===== config.mk =====
export PLATFORM = sky130hd
export DESIGN_NAME = sa_skew_feeder_flat
export DESIGN_NICKNAME = d
export VERILOG_FILES = /design/src/rtl/sa_skew_feeder_pkg.sv /design/src/rtl/sa_skew_feeder_if.sv /design/src/rtl/sa_skew_feeder.sv /design/src/flat_wrapper.sv
export SDC_FILE = /design/constraint.sdc
export NUM_CORES = 1
export LEC_CHECK = 0
export ABC_AREA = 1
export CAP_MARGIN = 10
export CORE_AREA = 2 2 304 276
export DETAILED_ROUTE_END_ITERATION = 8
export DIE_AREA = 0 0 306 278
export REMOVE_ABC_BUFFERS = 1
export SETUP_SLACK_MARGIN = 0.05
export SYNTH_ARGS = -nofsm -noshare
export SYNTH_HDL_FRONTEND = slang
export SYNTH_SLANG_ARGS = --single-unit

===== constraint.sdc =====
create_clock -name CLK -period 10.8 [get_ports CLK]
set_input_delay 1.08 -clock CLK [delete_from_list [all_inputs] [get_ports CLK]]
set_output_delay 1.08 -clock CLK [all_outputs]
set_load 0.1 [all_outputs]

===== src/rtl/sa_skew_feeder_pkg.sv =====
`default_nettype none
// ============================================================================
// Module  : sa_skew_feeder_pkg
// Brief   : Shared FP constants, feeder state encoding and clog2 helper.
// Revision: 1.0
// ============================================================================
package sa_skew_feeder_pkg;

   localparam logic [31:0] FP_ZERO = 32'h0000_0000;

   typedef enum logic [2:0] {
      ST_EMPTY  = 3'd0,
      ST_LOAD   = 3'd1,
      ST_FULL   = 3'd2,
      ST_STREAM = 3'd3,
      ST_DRAIN  = 3'd4
   } feeder_state_t;

   // Ceiling log2, never below 1 so counters always have at least one bit.
   function automatic int clog2(input int value);
      int r;
      r = 0;
      for (int i = 0; i < 31; i++) begin
         if ((1 << i) < value) r = i + 1;
      end
      return (r < 1) ? 1 : r;
   endfunction

endpackage
`default_nettype wire


===== src/rtl/sa_skew_feeder_if.sv =====
`default_nettype none
// ============================================================================
// Module  : sa_skew_feeder_if
// Brief   : Load handshake and skewed feed bus of one array-edge feeder.
// Revision: 1.0
// ============================================================================
interface sa_skew_feeder_if #(
   parameter int N  = 4,
   parameter int DW = 32
);
   logic            LD_VALID;
   logic            LD_READY;
   logic [N*DW-1:0] LD_DATA;
   logic            START;
   logic [N*DW-1:0] FEED;
   logic            FEED_VLD;
   logic            BUSY;
   logic            DONE;

   modport master (
      output LD_VALID, LD_DATA, START,
      input  LD_READY, FEED, FEED_VLD, BUSY, DONE
   );

   modport slave (
      input  LD_VALID, LD_DATA, START,
      output LD_READY, FEED, FEED_VLD, BUSY, DONE
   );
endinterface
`default_nettype wire


===== src/rtl/sa_skew_feeder.sv =====
`default_nettype none
// ============================================================================
// Module  : sa_skew_feeder
// Brief   : Buffers one NxN tile and streams it diagonally skewed onto an array edge.
// Revision: 1.0
// ============================================================================
module sa_skew_feeder
   import sa_skew_feeder_pkg::*;
#(
   parameter int N     = 4,
   parameter int DW    = 32,
   parameter int DRAIN = N + 3
) (
   input  logic             CLK,
   input  logic             RST_N,
   sa_skew_feeder_if.slave  bus
);

   localparam int TW  = clog2(2 * N - 1);
   localparam int DCW = clog2(DRAIN);
   localparam int LW  = clog2(N);

   localparam logic [TW-1:0]  T_LAST = TW'(2 * N - 2);
   localparam logic [DCW-1:0] D_LAST = DCW'(DRAIN - 1);
   localparam logic [LW-1:0]  L_LAST = LW'(N - 1);

   feeder_state_t  state, state_nxt;
   logic [LW-1:0]  ld_cnt, ld_cnt_nxt;
   logic [TW-1:0]  t, t_nxt;
   logic [DCW-1:0] d, d_nxt;
   logic           accept;
   logic           stream_nxt;

   assign bus.LD_READY = (state == ST_EMPTY) || (state == ST_LOAD);
   assign accept       = bus.LD_VALID && bus.LD_READY;

   always_comb begin
      state_nxt  = state;
      ld_cnt_nxt = ld_cnt;
      t_nxt      = t;
      d_nxt      = d;
      unique case (state)
         ST_EMPTY: begin
            if (accept) begin
               state_nxt  = ST_LOAD;
               ld_cnt_nxt = LW'(1);
            end
         end
         ST_LOAD: begin
            if (accept) begin
               ld_cnt_nxt = ld_cnt + 1'b1;
               if (ld_cnt == L_LAST) begin
                  state_nxt  = ST_FULL;
                  ld_cnt_nxt = '0;
               end
            end
         end
         ST_FULL: begin
            if (bus.START) begin
               state_nxt = ST_STREAM;
               t_nxt     = '0;
            end
         end
         ST_STREAM: begin
            if (t == T_LAST) begin
               state_nxt = ST_DRAIN;
               d_nxt     = '0;
            end else begin
               t_nxt = t + 1'b1;
            end
         end
         ST_DRAIN: begin
            if (d == D_LAST) begin
               state_nxt = ST_EMPTY;
               d_nxt     = '0;
            end else begin
               d_nxt = d + 1'b1;
            end
         end
         default: state_nxt = ST_EMPTY;
      endcase
   end

   always_ff @(posedge CLK) begin
      if (!RST_N) begin
         state  <= ST_EMPTY;
         ld_cnt <= '0;
         t      <= '0;
         d      <= '0;
      end else begin
         state  <= state_nxt;
         ld_cnt <= ld_cnt_nxt;
         t      <= t_nxt;
         d      <= d_nxt;
      end
   end

   assign bus.FEED_VLD = (state == ST_STREAM);
   assign bus.BUSY     = (state == ST_STREAM) || (state == ST_DRAIN);
   assign bus.DONE     = (state == ST_DRAIN) && (d == D_LAST);

   // FEED is registered from the next-cycle counter so the lane value lines up
   // with the cycle in which the FSM actually holds that t.
   assign stream_nxt = (state_nxt == ST_STREAM);

   for (genvar i = 0; i < N; i++) begin : g_lane
      logic [DW-1:0] row [N];
      logic [DW-1:0] feed_lane, feed_lane_nxt;
      logic [TW:0]   rel;

      always_ff @(posedge CLK) begin
         if (accept && (ld_cnt == LW'(i))) begin
            for (int k = 0; k < N; k++) begin
               row[k] <= bus.LD_DATA[k*DW +: DW];
            end
         end
      end

      always_comb begin
         rel           = {1'b0, t_nxt} - (TW+1)'(i);
         feed_lane_nxt = DW'(FP_ZERO);
         if (stream_nxt && (t_nxt >= TW'(i)) && (rel < (TW+1)'(N))) begin
            feed_lane_nxt = row[rel[LW-1:0]];
         end
      end

      always_ff @(posedge CLK) begin
         if (!RST_N) feed_lane <= DW'(FP_ZERO);
         else        feed_lane <= feed_lane_nxt;
      end

      assign bus.FEED[i*DW +: DW] = feed_lane;
   end

endmodule
`default_nettype wire


===== src/flat_wrapper.sv =====
// flat-port wrapper written by rule: the top's interface ports become plain ports
module sa_skew_feeder_flat import sa_skew_feeder_pkg::*;
#(
   parameter int N     = 4,
   parameter int DW    = 32,
   parameter int DRAIN = N + 3
)
  (CLK, RST_N, bus_LD_VALID, bus_LD_DATA, bus_START, bus_LD_READY, bus_FEED, bus_FEED_VLD, bus_BUSY, bus_DONE);
  sa_skew_feeder_if #(.N(N), .DW(DW)) bus_i ();
  input  logic CLK;
  input  logic RST_N;
  input wire logic [$bits(bus_i.LD_VALID)-1:0] bus_LD_VALID;
  input wire logic [$bits(bus_i.LD_DATA)-1:0] bus_LD_DATA;
  input wire logic [$bits(bus_i.START)-1:0] bus_START;
  output wire logic [$bits(bus_i.LD_READY)-1:0] bus_LD_READY;
  output wire logic [$bits(bus_i.FEED)-1:0] bus_FEED;
  output wire logic [$bits(bus_i.FEED_VLD)-1:0] bus_FEED_VLD;
  output wire logic [$bits(bus_i.BUSY)-1:0] bus_BUSY;
  output wire logic [$bits(bus_i.DONE)-1:0] bus_DONE;
  assign bus_i.LD_VALID = bus_LD_VALID;
  assign bus_i.LD_DATA = bus_LD_DATA;
  assign bus_i.START = bus_START;
  assign bus_LD_READY = bus_i.LD_READY;
  assign bus_FEED = bus_i.FEED;
  assign bus_FEED_VLD = bus_i.FEED_VLD;
  assign bus_BUSY = bus_i.BUSY;
  assign bus_DONE = bus_i.DONE;
  sa_skew_feeder #(.N(N), .DW(DW), .DRAIN(DRAIN)) u_core (.CLK(CLK), .RST_N(RST_N), .bus(bus_i));
endmodule

## Word level (Yosys, flattened, before mapping)

Memories as Yosys holds them, arrays and structs flattened. A register that Yosys moved wholly into a read port is not among the register bits.
Index checks and enable logic that the tools add are counted.

| storage, ports and cells | value |
|---|---|
| flip-flop bits (word level) | 11 |
| memory bits (writable) | 512 |
| output and inout port bits | 132 |
| logic and storage cells | 90 |
| memories | 4 |

| cells by class | value |
|---|---|
| add/subtract/negate cells | 6 |
| magnitude comparators | 8 |
| equality and inequality tests | 13 |
| multiplexer cells | 25 |
| reductions and logical operators | 30 |

Memory list:

| name | words | bits a word | rd ports | clocked after Yosys merged registers in | write ports | RTL line | source |
|---|---|---|---|---|---|---|---|
| u_core.g_lane[0].row | 4 | 32 | 1 | 1 | 4 | sa_skew_feeder.sv:107 | `logic [DW-1:0] row [N];` |
| u_core.g_lane[1].row | 4 | 32 | 1 | 1 | 4 | sa_skew_feeder.sv:107 |  |
| u_core.g_lane[2].row | 4 | 32 | 1 | 1 | 4 | sa_skew_feeder.sv:107 |  |
| u_core.g_lane[3].row | 4 | 32 | 1 | 1 | 4 | sa_skew_feeder.sv:107 |  |

Operator list:

| cell | count |
|---|---|
| 2-to-1 mux 3 bit | 10 |
| case mux 3 bit (5 select lines) | 1 |
| logical AND 1 bit | 14 |
| < comparator 4 x 3 -> 1 bit, second input constant | 3 |
| case mux 3 bit (2 select lines) | 2 |
| AND reduction 2 bit | 5 |
| == test 3 x 2 -> 1 bit, second input constant | 3 |
| == test 3 bit, second input constant | 3 |
| 2-to-1 mux 1 bit | 8 |
| subtractor 3 x 2 -> 4 bit, second input constant | 2 |
| adder 3 x 1 -> 3 bit, second input constant | 2 |
| >= comparator 3 x 1 -> 1 bit, second input constant | 2 |
| >= comparator 3 x 2 -> 1 bit, second input constant | 2 |
| 2-to-1 mux 2 bit | 3 |
| != test 2 x 1 -> 1 bit, second input constant | 3 |
| == test 2 bit, second input constant | 2 |
| zero test 1 bit | 4 |
| case mux 2 bit (2 select lines) | 1 |
| nonzero test 2 bit | 2 |
| subtractor 3 x 1 -> 4 bit, second input constant | 1 |
| == test 3 x 1 -> 1 bit, second input constant | 1 |
| zero test 3 bit | 1 |
| < comparator 3 bit, second input constant | 1 |
| AND reduction 3 bit | 1 |
| 4 further kinds | 5 |

## Depth between registers and ports, before layout

| logic depth | value |
|---|---|
| depth after elaboration | 10 |
| mapped depth | 16 |

## Worst setup path before layout

OpenSTA, ideal clock, no wires.

| path | value |
|---|---|
| kind | register to register |
| start point | register u_core.state[2] |
| end point | memory u_core.g_lane[3].row[0][0] (enable) |
| arrival time | 7.635 ns |
| path slack | 2.548 ns |
| cell stages (with the launch flop) | 4 |
| path buffers | 0 |
| clock period less this slack | 8.252 ns |
| path through | dfxtp_1 -> nor2_1 -> nand2_1 -> nor2_1 |

RTL lines:

| element | RTL line | source |
|---|---|---|
| start, declared | sa_skew_feeder.sv:27 | `feeder_state_t state, state_nxt;` |
| start signal, assigned | sa_skew_feeder.sv:91 | `state <= state_nxt;` |
| end, declared | sa_skew_feeder.sv:107 |  |

## Final worst setup path

| path | value |
|---|---|
| start point | register u_core.t[0] |
| end point | register u_core.g_lane[1].feed_lane[24], read port of u_core.g_lane[1].row |

| between the ends | value |
|---|---|
| cells in the longest elaborated chain, start to end | 8 |
| elaborated cells on any way between the ends | 15 |
| those cells by class | add/sub: 2; order compare: 2; eq/ne: 2; mux: 5; reduce/logical: 4 |

Ends and longest elaborated chain:

| element | RTL line | source |
|---|---|---|
| start, declared | sa_skew_feeder.sv:29 | `logic [TW-1:0] t, t_nxt;` |
| start signal, assigned | sa_skew_feeder.sv:93 | `t <= t_nxt;` |
| adder 3 x 1 -> 3 bit / == test 3 bit (equally long branches) | sa_skew_feeder.sv:69, sa_skew_feeder.sv:65 |  |
| 2-to-1 mux 3 bit | sa_skew_feeder.sv:65 | `if (t == T_LAST) begin` |
| case mux 3 bit (2 select lines) / case mux 3 bit (5 select lines) (equally long branches) | sa_skew_feeder.sv:42 | `unique case (state)` |
| subtractor 3 x 1 -> 4 bit (tied with other cells) | sa_skew_feeder.sv:120 | `rel = {1'b0, t_nxt} - (TW+1)'(i);` |
| < comparator 4 x 3 -> 1 bit / logical AND 1 bit (equally long branches) | sa_skew_feeder.sv:122 | `if (stream_nxt && (t_nxt >= TW'(i)) && (rel < (TW+1)'(N))) begin` |
| logical AND 1 bit | sa_skew_feeder.sv:122 |  |
| AND reduction 2 bit (no line) | n/a |  |
| zero test 1 bit (no line) | n/a |  |
| end, declared | sa_skew_feeder.sv:108 | `logic [DW-1:0] feed_lane, feed_lane_nxt;` |

Parallel ways exist; a longest one is shown, timed or not.
A chain may end at the register's enable or synchronous reset.

==> summary.md <==
| Metric | Value |
|---|---|
| Initial antenna violation count | 11 |
| CTS Hold Bufs | 0 |
| Fin crit share | 41.2% |
| Htree depth | 3 |
| Placed insts | 3305 |
| Area of the core | 82000 µm² |
| Non-filler cells, final | 3434 |
| Layout Skew | 24.4 ps |
| Mux cell area share after synthesis | 0% |
| Critical path data arrival time | 4980 ps |
| Least-Margin Pin Slew | 1170 ps |
| Synth Warn # | 0 |
| Initial Util | 29.7% |
| # Post-CTS Setup Buffers | 0 |
| Residual DRC | 0 |
| Via count | 16100 |
| CP required | 11320 ps |
| Register area | 18200 µm² |
| CP max stage cell | nand3_4 |
| Fmax | 0.224 GHz |
| DRT iter0 DRCs | 1425 |
| CP peak stage delay | 550 ps |
| Adder-cell area share of the yosys netlist | 0.669% |
| Synthesis-to-layout area growth | 25.8% |
| Layout cells sized above 1 | 6.64% |
| CTS tree | done |
| GR peak layer | met2 |
| Antenna cell count | 0 |
| CTS sink count | 651 |
| RePlAce Congestion | 0.767 |
| Vias in the first global route | 16100 |
| Status | completed |
| Min Tclk post-route | 4450 ps |
| Pin count of the biggest net entering global routing | 129 |
| WP buf/inv | 4 |
| Worst setup SP type | register |
| WL/cell | 20.1 µm |
| Final Worst Setup Slack | 6350 ps |
| Yosys reg bits | 651 |
| Width of the die | 306 µm |
| PostCTS Resize Cnt | 0 |
| ANT nets after route | 0 |
| Slew headroom | 21.8% |
| Hold Path Class | reg2reg |
| Largest buffer count on any clock path | 3 |
| Simple logic cell fraction of the synthesized area | 18.3% |
| Cell Chain, Critical Path | inv_1 -> ha_1 -> nand2_1 -> nand2_1 -> nand3_1 -> nand3_4 -> buf_4 -> nor2_4 -> buf_4 -> ha_1 -> inv_1 -> nor2_1 -> nand3_4 -> nor2_1 |
| Setup TNS Final | 0 ps |
| Max-slew violations | 0 |
| Root buffer cell | clkbuf_16 |
| Die Ht | 278 µm |
| Io pins | 264 |
| Hold_ws | 524 ps |
| CTS clock-pin slew for the worst setup and hold paths | 60 ps |
| Setup crit end kind | register |
| Hold Vio Cnt, Final | 0 |
| IO Port Bufs | 263 |
| Cell family contributing the most delay on the critical path | simple AND/OR/NAND/NOR gates |
| Worst vdd ir | 0.106 mV |
| WS Path Type | reg2reg |
| Synth cell types | 23 |
| Met3 usage | 3.85% |
| PwrDens | 181 nW/µm² |
| Largest family of logic cells by synthesized area | simple AND/OR/NAND/NOR gates |
| Row cnt | 100 |
| Area occupied by multi-input gates | 5290 µm² |
| DP HPWL | 40200 µm |
| Worst slack, placed | 5740 ps |
| Total gr overflow | 0 |
| Mean Syn Cell Area | 11.8 µm² |
| Leak Pwr | 0.0116 µW |
| Clk_lat worst skew | 610 ps |
| GR Layer Usage met2 | 26.2% |
| Compound-Gate Fraction of Synth Area | 2.36% |
| DRT Wirelength | 69000 µm |
| Vias/cell | 4.70 |
| Die ar. | 85100 µm² |
| Endpoints failing setup | 0 |
| Total power | 5550 µW |
| Seq/Total Area, Yosys | 74.7% |
| Max cap viols | 0 |
| Post-Syn Instances | 2065 |
| RSZ-0062 raised after global routing | false |
| FILL cells | 7749 |
| CTS Buf Count | 70 |
| First-pass GRT wire length | 102000 µm |
| Tot GR Track Use | 16.0% |
| GR Layer Usage met1 | 20.8% |
| DR pass1 iterations | 5 |
| Nets | 2451 |
| Xor/xnor share of the synthesized area | 0% |
| Max FO, Critical Path | 42 |
| Cell Area, Synth | 24300 µm² |
-- placed cells by master (no fill, tap or decap), types with 3 or more instances in the layout --
cell             count
nor2_1              83
o21ai_0              5
nand4_1             96
bufinv_16           14
clkinv_4             8
dfxtp_1            139
clkdlybuf4s50_1    263
clkinv_1             6
a21oi_1            101
nand2_4              3
edfxtp_1           512
clkbuf_1            11
buf_4               23
clkbuf_16           73
nand3_4              5
nor2_4               6
nand3_1            149
inv_1              108
clkinv_2             8
ha_1                12
nand2_1            713
clkbuf_8             4
-- sequential cells by signal, summed over array words and instances (netlist names) --
signal / count
u_core.g_lane.row: 512
u_core.g_lane.feed_lane: 128
u_core.d: 3
u_core.state: 3
u_core.t: 3
u_core.ld_cnt: 2
-- stage by stage --
stage	util [%]	area, µm²
after floorplan	-	23800
after global placement	34.2	28000
after detailed placement	34.2	28000
after CTS	37.3	30600
after global routing	37.3	30600
final	37.3	30600
-- layer usage --
layer  vias to the layer above  part of all wire (%)
met5                         -                  0.20
met2                       544                    48
met4                        22                   2.2
li1                       7530                     -
met3                       120                   7.2
met1                      7928                    43
-- synth_stat cells --
cell type | instances | area, µm²
nor2_1 | 87 | 327
clkbuf_1 | 46 | 173
a211oi_1 | 2 | 15.0
a21oi_1 | 101 | 505
nand3_2 | 3 | 30.0
nor2_2 | 2 | 12.5
buf_2 | 39 | 195
o21ai_0 | 5 | 25.0
nor3_1 | 2 | 10.0
buf_4 | 16 | 120
a221oi_1 | 1 | 8.76
nand2_1 | 718 | 2700
a31oi_1 | 2 | 12.5
inv_1 | 109 | 409
nor2_4 | 1 | 11.3
inv_2 | 2 | 7.51
nand3_1 | 151 | 756
buf_1 | 17 | 63.8
dfxtp_1 | 139 | 2780
edfxtp_1 | 512 | 15400
ha_1 | 13 | 163
nand4_1 | 96 | 601
o211ai_1 | 1 | 7.51
-- worst register-to-register path: stages, from the launching register on --
cell and delay, ps:
dfxtp_1 460, inv_1 140, ha_1 250, nand2_1 150
nand2_1 80, nand3_1 150, nand3_4 500, buf_4 580
nor2_4 230, buf_4 520, ha_1 240, inv_1 40
nor2_1 170, nand3_4 550, nor2_1 330
-- report_power, final --
part           switching [µW]  leakage (µW)  internal (µW)
registers                14.6       0.00582           2770
clock network            1000       0.00124           1610
logic                    88.4       0.00451           59.1
total                    1110        0.0116           4440
-- logic make-up (layout without fill, tap and decap cells) --
| logic type | count (synthesis) | after routing |
|---|---|---|
| and+or+nand+nor | 1060 | 1060 |
| DFF | 651 | 651 |
| buffers and inverters | 229 | 527 |
| AOI/OAI and AO/OA | 112 | 112 |
| adders and majority gates | 13 | 13 |
-- layout make-up --
type	instances	area share (%)
Clock buffer	88	6.29
Clock inverter	41	2.01
Tap cell	1071	4.38
Multi-Input combinational cell	1185	17.3
Inverter	111	1.37
Sequential cell	651	59.4
Timing Repair Buffer	287	9.24
-- final timing paths --
| check | start | end | slack [ps] | cells past startpoint |
|---|---|---|---|---|
| worst max-delay path | u_core.t[0] | u_core.g_lane[1].feed_lane[24] | 6350 | 14 |
| worst min-delay path | u_core.d[2] | u_core.d[2] | 520 | 2 |
| worst max register to register | u_core.t[0] | u_core.g_lane[1].feed_lane[24] | 6350 | 14 |
| worst min register to register | u_core.d[2] | u_core.d[2] | 520 | 2 |
Power figures use the tool's default switching activity.
